File: src/rtl/registro_pkg.sv
// Shared definitions for the parametrised universal register: operation codes
// and the transmit FSM state encoding.
package registro_pkg;

   localparam logic [2:0] MODO_HOLD  = 3'b000;
   localparam logic [2:0] MODO_SHIFT = 3'b001;
   localparam logic [2:0] MODO_ROT   = 3'b010;
   localparam logic [2:0] MODO_LOAD  = 3'b011;
   localparam logic [2:0] MODO_ASH   = 3'b100;
   localparam logic [2:0] MODO_TX    = 3'b101;

   typedef enum logic {
      ST_IDLE = 1'b0,
      ST_TX   = 1'b1
   } state_t;

endpackage

File: src/rtl/registro_tx_ctrl.sv
// Transmit controller: IDLE/TX FSM, bit counter, latched direction and BUSY/DONE.
// Presents the effective operation and shift direction to the datapath.
module registro_tx_ctrl
   import registro_pkg::*;
#(
   parameter int N = 4
) (
   input  logic       clk_i,
   input  logic       rst_ni,
   input  logic       enb_i,
   input  logic [2:0] modo_i,
   input  logic       dir_i,
   output logic [2:0] op_o,
   output logic       dir_o,
   output logic       busy_o,
   output logic       done_o
);

   localparam int CW = $clog2(N + 1);

   state_t          state_q, state_d;
   logic [CW-1:0]   cnt_q, cnt_d;
   logic            dir_q, dir_d;
   logic            done_q, done_d;

   // In TX the datapath is forced into a logical shift along the latched direction.
   always_comb begin
      state_d = state_q;
      cnt_d   = cnt_q;
      dir_d   = dir_q;
      done_d  = 1'b0;
      op_o    = modo_i;
      dir_o   = dir_i;
      case (state_q)
         ST_IDLE: begin
            if (enb_i && (modo_i == MODO_TX)) begin
               state_d = ST_TX;
               cnt_d   = CW'(N);
               dir_d   = dir_i;
            end
         end
         ST_TX: begin
            op_o  = MODO_SHIFT;
            dir_o = dir_q;
            if (enb_i) begin
               if (cnt_q != '0) begin
                  cnt_d = cnt_q - CW'(1);
               end
               if (cnt_q == CW'(1)) begin
                  state_d = ST_IDLE;
                  done_d  = 1'b1;
               end
            end
         end
         default: begin
            state_d = ST_IDLE;
         end
      endcase
   end

   always_ff @(posedge clk_i or negedge rst_ni) begin
      if (!rst_ni) begin
         state_q <= ST_IDLE;
         cnt_q   <= '0;
         dir_q   <= 1'b0;
         done_q  <= 1'b0;
      end else begin
         state_q <= state_d;
         cnt_q   <= cnt_d;
         dir_q   <= dir_d;
         done_q  <= done_d;
      end
   end

   assign busy_o = (state_q == ST_TX);
   assign done_o = done_q;

endmodule

File: src/rtl/registro_univ_param.sv
// Parametrised universal shift register with logical/arithmetic shifts, rotate,
// parallel load and an autonomous serial-transmit mode.
module registro_univ_param
   import registro_pkg::*;
#(
   parameter int           N         = 4,
   parameter logic [N-1:0] RESET_VAL = '0
) (
   input  logic         CLK,
   input  logic         RESET_L,
   input  logic         ENB,
   input  logic [2:0]   MODO,
   input  logic         DIR,
   input  logic         S_IN,
   input  logic [N-1:0] D,
   output logic [N-1:0] Q,
   output logic         S_OUT,
   output logic         BUSY,
   output logic         DONE
);

   logic [N-1:0] q_q, q_d;
   logic [2:0]   opEff;
   logic         dirEff;

   registro_tx_ctrl #(.N(N)) u_ctrl (
      .clk_i  (CLK),
      .rst_ni (RESET_L),
      .enb_i  (ENB),
      .modo_i (MODO),
      .dir_i  (DIR),
      .op_o   (opEff),
      .dir_o  (dirEff),
      .busy_o (BUSY),
      .done_o (DONE)
   );

   // Reserved codes fall into the default and hold the register.
   always_comb begin
      q_d = q_q;
      if (ENB) begin
         case (opEff)
            MODO_SHIFT: q_d = dirEff ? {q_q[N-2:0], S_IN} : {S_IN, q_q[N-1:1]};
            MODO_ROT:   q_d = dirEff ? {q_q[N-2:0], q_q[N-1]} : {q_q[0], q_q[N-1:1]};
            MODO_LOAD:  q_d = D;
            MODO_ASH:   q_d = dirEff ? {q_q[N-2:0], 1'b0} : {q_q[N-1], q_q[N-1:1]};
            MODO_TX:    q_d = D;
            default:    q_d = q_q;
         endcase
      end
   end

   always_ff @(posedge CLK or negedge RESET_L) begin
      if (!RESET_L) begin
         q_q <= RESET_VAL;
      end else begin
         q_q <= q_d;
      end
   end

   assign Q     = q_q;
   assign S_OUT = dirEff ? q_q[N-1] : q_q[0];

endmodule

File: config.mk
export PLATFORM = sky130hd
export DESIGN_NAME = registro_univ_param
export DESIGN_NICKNAME = d
export VERILOG_FILES = /design/src/rtl/registro_pkg.sv /design/src/rtl/registro_tx_ctrl.sv /design/src/rtl/registro_univ_param.sv
export SDC_FILE = /design/constraint.sdc
export NUM_CORES = 1
export LEC_CHECK = 0
export CAP_MARGIN = 0
export CORE_MARGIN = 3
export CORE_UTILIZATION = 45
export DETAILED_ROUTE_END_ITERATION = 6
export GPL_TIMING_DRIVEN = 0
export PLACE_DENSITY = 0.85
export REMOVE_ABC_BUFFERS = 1
export SYNTH_ARGS = -nofsm -noshare
export SYNTH_HDL_FRONTEND = slang
export SYNTH_SLANG_ARGS = --single-unit
export TNS_END_PERCENT = 30
File: constraint.sdc
create_clock -name CLK -period 2.5 [get_ports CLK]
set_clock_uncertainty 0.2 [all_clocks]
set_input_delay 0.375 -clock CLK [delete_from_list [all_inputs] [get_ports CLK]]
set_output_delay 0.375 -clock CLK [all_outputs]
set_load 0.02 [all_outputs]
==> results.py <==
metrics = {
    "job": {
        "max_cap_viol_count": 0,
    },
    "global_routing": {
        "busiest_layer": "met2",
        "grt_pass1_wl_um": 2770,
        "grt_usage": 0.185,
        "first_global_vias": 627,
        "antenna_found_initial": 0,
        "grt_util_met3": 0.0356,
        "grt_max_degree": 15,
        "met1_usage": 0.221,
        "globalRouteMet2Util": 0.297,
        "grt.overflow.total": 0,
    },
    "floorplan": {
        "die_h_um": 45.9,
        "fp-row-count": 13,
        "die_x_um": 45.9,
        "core_area_sq_um": 1400,
        "start_util": 0.513,
        "die_area_sq_um": 2110,
        "ioPinCount": 19,
    },
    "timing": {
        "slew_violations": 0,
        "finalCriticalPeriod_ns": 2.35,
        "finalCritPeriodShare": 0.941,
        "clock.fmax_ghz": 0.425,
        "setup_viol": 0,
        "tightest_slew_ns": 0.426,
        "hold_ws_ns": 0.223,
        "hold_viol_final": 0,
        "rsz0062_at_grt": "false",
        "slew_headroom": 0.715,
    },
    "place": {
        "port_buffers": 18,
        "hpwl_um": 1220,
        "dpl.cell_count": 101,
        "place_area_sq_um": 903,
        "place.gp.congestion": 0.762,
    },
    "drt": {
        "vias": 643,
        "drt-total-wl_um": 1640,
        "vias_per_cell": 6.07,
        "antenna_left": 0,
        "drt_first_pass_iters": 6,
        "wl_per_cell_um": 15.5,
        "drc": 0,
        "drtIter0Drc": 21,
    },
    "clock_tree": {
        "cts.reportedPaths.clkPinSlew_ns": 0.06,
        "clock_path_buffers": 2,
        "cts_root_buffer": "clkbuf_4",
        "htree_levels": 1,
        "clock_latency_ns": 0.25,
        "cts_tree": "yes",
        "cts_num_sinks": 10,
        "cts_buffers": 3,
    },
    "logic_synthesis": {
        "ys_seq_elements": 10,
        "syn_area_sq_um": 717,
        "yosysUniqueCellTypes": 32,
        "synth_sequential_area_ratio": 0.349,
        "avgSynthCellArea_sq_um": 10.1,
        "yosysWarnings": 0,
        "syn_inst": 71,
    },
    "pwr": {
        "power_frac_comb": 0.598,
        "clkPwrFrac": 0.097,
        "p_switching_mw": 0.421,
        "powerDensity_nw_per_um2": 1110,
        "p_int_mw": 0.633,
        "p_leak_nw": 0.413,
        "seq_power_share": 0.305,
        "max-vdd-ir-drop_uv": 626,
        "switching_share": 0.399,
    },
    "finish": {
        "final_area_sq_um": 950,
        "nets": 108,
        "antenna_cells": 0,
        "synthToLayoutAreaGrowth_pct": 32.5,
        "stdcell_count": 106,
        "final_layout_size_suffix_gt1_frac": 0.176,
        "utilization": 0.679,
    },
    "worst_setup_path": {
        "reg2reg_slack_ns": 0.50,
        "r2r-end": "Q[2]$_DFFE_PN0P_",
        "startpoint": "u_ctrl.busy_o$_DFF_PN0_",
        "worst_setup_path_end_kind": "output port",
        "worst-r2r-cell-count": 5,
        "criticalPathCategory": "reg -> out",
        "cp_data_arrival_time_ns": 1.78,
        "required_ns": 1.92,
        "crit_path_start_kind": "flip-flop",
        "critical_path.max_fanout": 2,
        "r2r-start": "u_ctrl.busy_o$_DFF_PN0_",
    },
    "status": {
        "status": "finished, final reports clean",
    },
    "worst_hold_path": {
        "worstHoldPathType": "in -> async",
    },
}
## worst max-delay path by stage
stage                  endpoint  slack [ns]  depth (start not counted)
2_1_floorplan  Q[1]$_DFFE_PN0P_        0.27                          4
3_3_place_gp              S_OUT       -0.29                          4
3_5_place_dp              S_OUT       -0.31                          4
4_1_cts                   S_OUT        0.14                          3
5_1_grt                   S_OUT        0.09                          3
6_report                  S_OUT        0.15                          3
## worst max-delay path, cell delays in order (launching register included)
cell and delay, ns:
dfrtp_2 0.40, mux2i_4 0.25, mux2_2 0.35, clkdlybuf4s50_1 0.53
## synthesized netlist by cell type, drive strengths merged
cell type | n | area share
a22oi | 1 | 0.010
a21o | 1 | 0.010
o21a | 1 | 0.010
a211o | 1 | 0.014
nand3 | 3 | 0.021
nand2b | 3 | 0.026
mux2 | 10 | 0.16
and3b | 1 | 0.012
clkbuf | 2 | 0.010
nand2 | 3 | 0.016
nor4b | 1 | 0.012
ha | 3 | 0.052
nor2b | 1 | 0.0087
nor3b | 1 | 0.010
o21ai | 4 | 0.028
a32oi | 1 | 0.012
buf | 1 | 0.0070
and4b | 1 | 0.014
and4bb | 1 | 0.017
nor4bb | 1 | 0.014
o211ai | 2 | 0.021
inv | 5 | 0.026
mux2i | 4 | 0.061
nor3 | 2 | 0.014
dfrtp | 10 | 0.35
a221oi | 1 | 0.012
a22o | 2 | 0.024
a21oi | 4 | 0.028
## cell type report
class | instances | area (sq um)
Multi-Input combinational cell | 53 | 444
Tap cell | 15 | 18.8
Inverter | 5 | 18.8
Clock buffer | 3 | 22.5
Sequential cell | 10 | 251
Fill cell | 112 | 449
Timing Repair Buffer | 20 | 194
## cell families after synthesis
group                    Yosys count  synth area share
adder cells (fa/ha/maj)            3            0.0524
buffers and inverters              8            0.0436
flip-flops                        10             0.349
multiplexers                      14             0.218
AO/OA/AOI/OAI                     18             0.171
AND/OR/NAND/NOR                   18             0.166
## registers in the layout, summed over array words and instances (netlist names)
name	flops
Q	4
u_ctrl.busy_o	1
u_ctrl.cnt_q	3
u_ctrl.dir_q	1
u_ctrl.done_o	1
## layout by cell type, fill, tap and decap left out, types with 4 or more instances in the layout
master	count
a21oi_1	4
clkdlybuf4s50_1	17
dfrtp_1	9
inv_1	4
mux2_2	7
## layer usage
metal | part of all wire | wire, um | up-vias
li1 | - | - | 311
met1 | 0.42 | 684 | 292
met2 | 0.48 | 781 | 34
met3 | 0.083 | 136 | 6
met4 | 0.026 | 42 | 0
met5 | 0 | 0 | -
## per-stage QoR
stage | setup TNS (ns) | setup slack [ns] | power (mW)
6_report | 0 | 0.147 | 1.05
3_5_place_dp | -0.426 | -0.312 | 0.913
2_1_floorplan | 0 | 0.269 | 0.694
3_3_place_gp | -0.296 | -0.290 | 0.886
4_1_cts | 0 | 0.144 | 1.06
5_1_grt | 0 | 0.0880 | 1.14
## power by group through the flow
stage               logic [mW]  clock network (mW)  registers (mW)
floorplan                0.326                   0           0.368
global placement         0.550                   0           0.336
detailed placement       0.569                   0           0.344
CTS                      0.630               0.107           0.321
global route             0.690               0.116           0.335
finish                   0.630               0.102           0.321
## repair_timing
item | CTS | global route
setup endpoints to repair | 1 | 0
hold buffers | 0 | 0
gates resized for setup | 3 | 0
buffers inserted | 2 | 0
(Power assumes the default switching activity.)
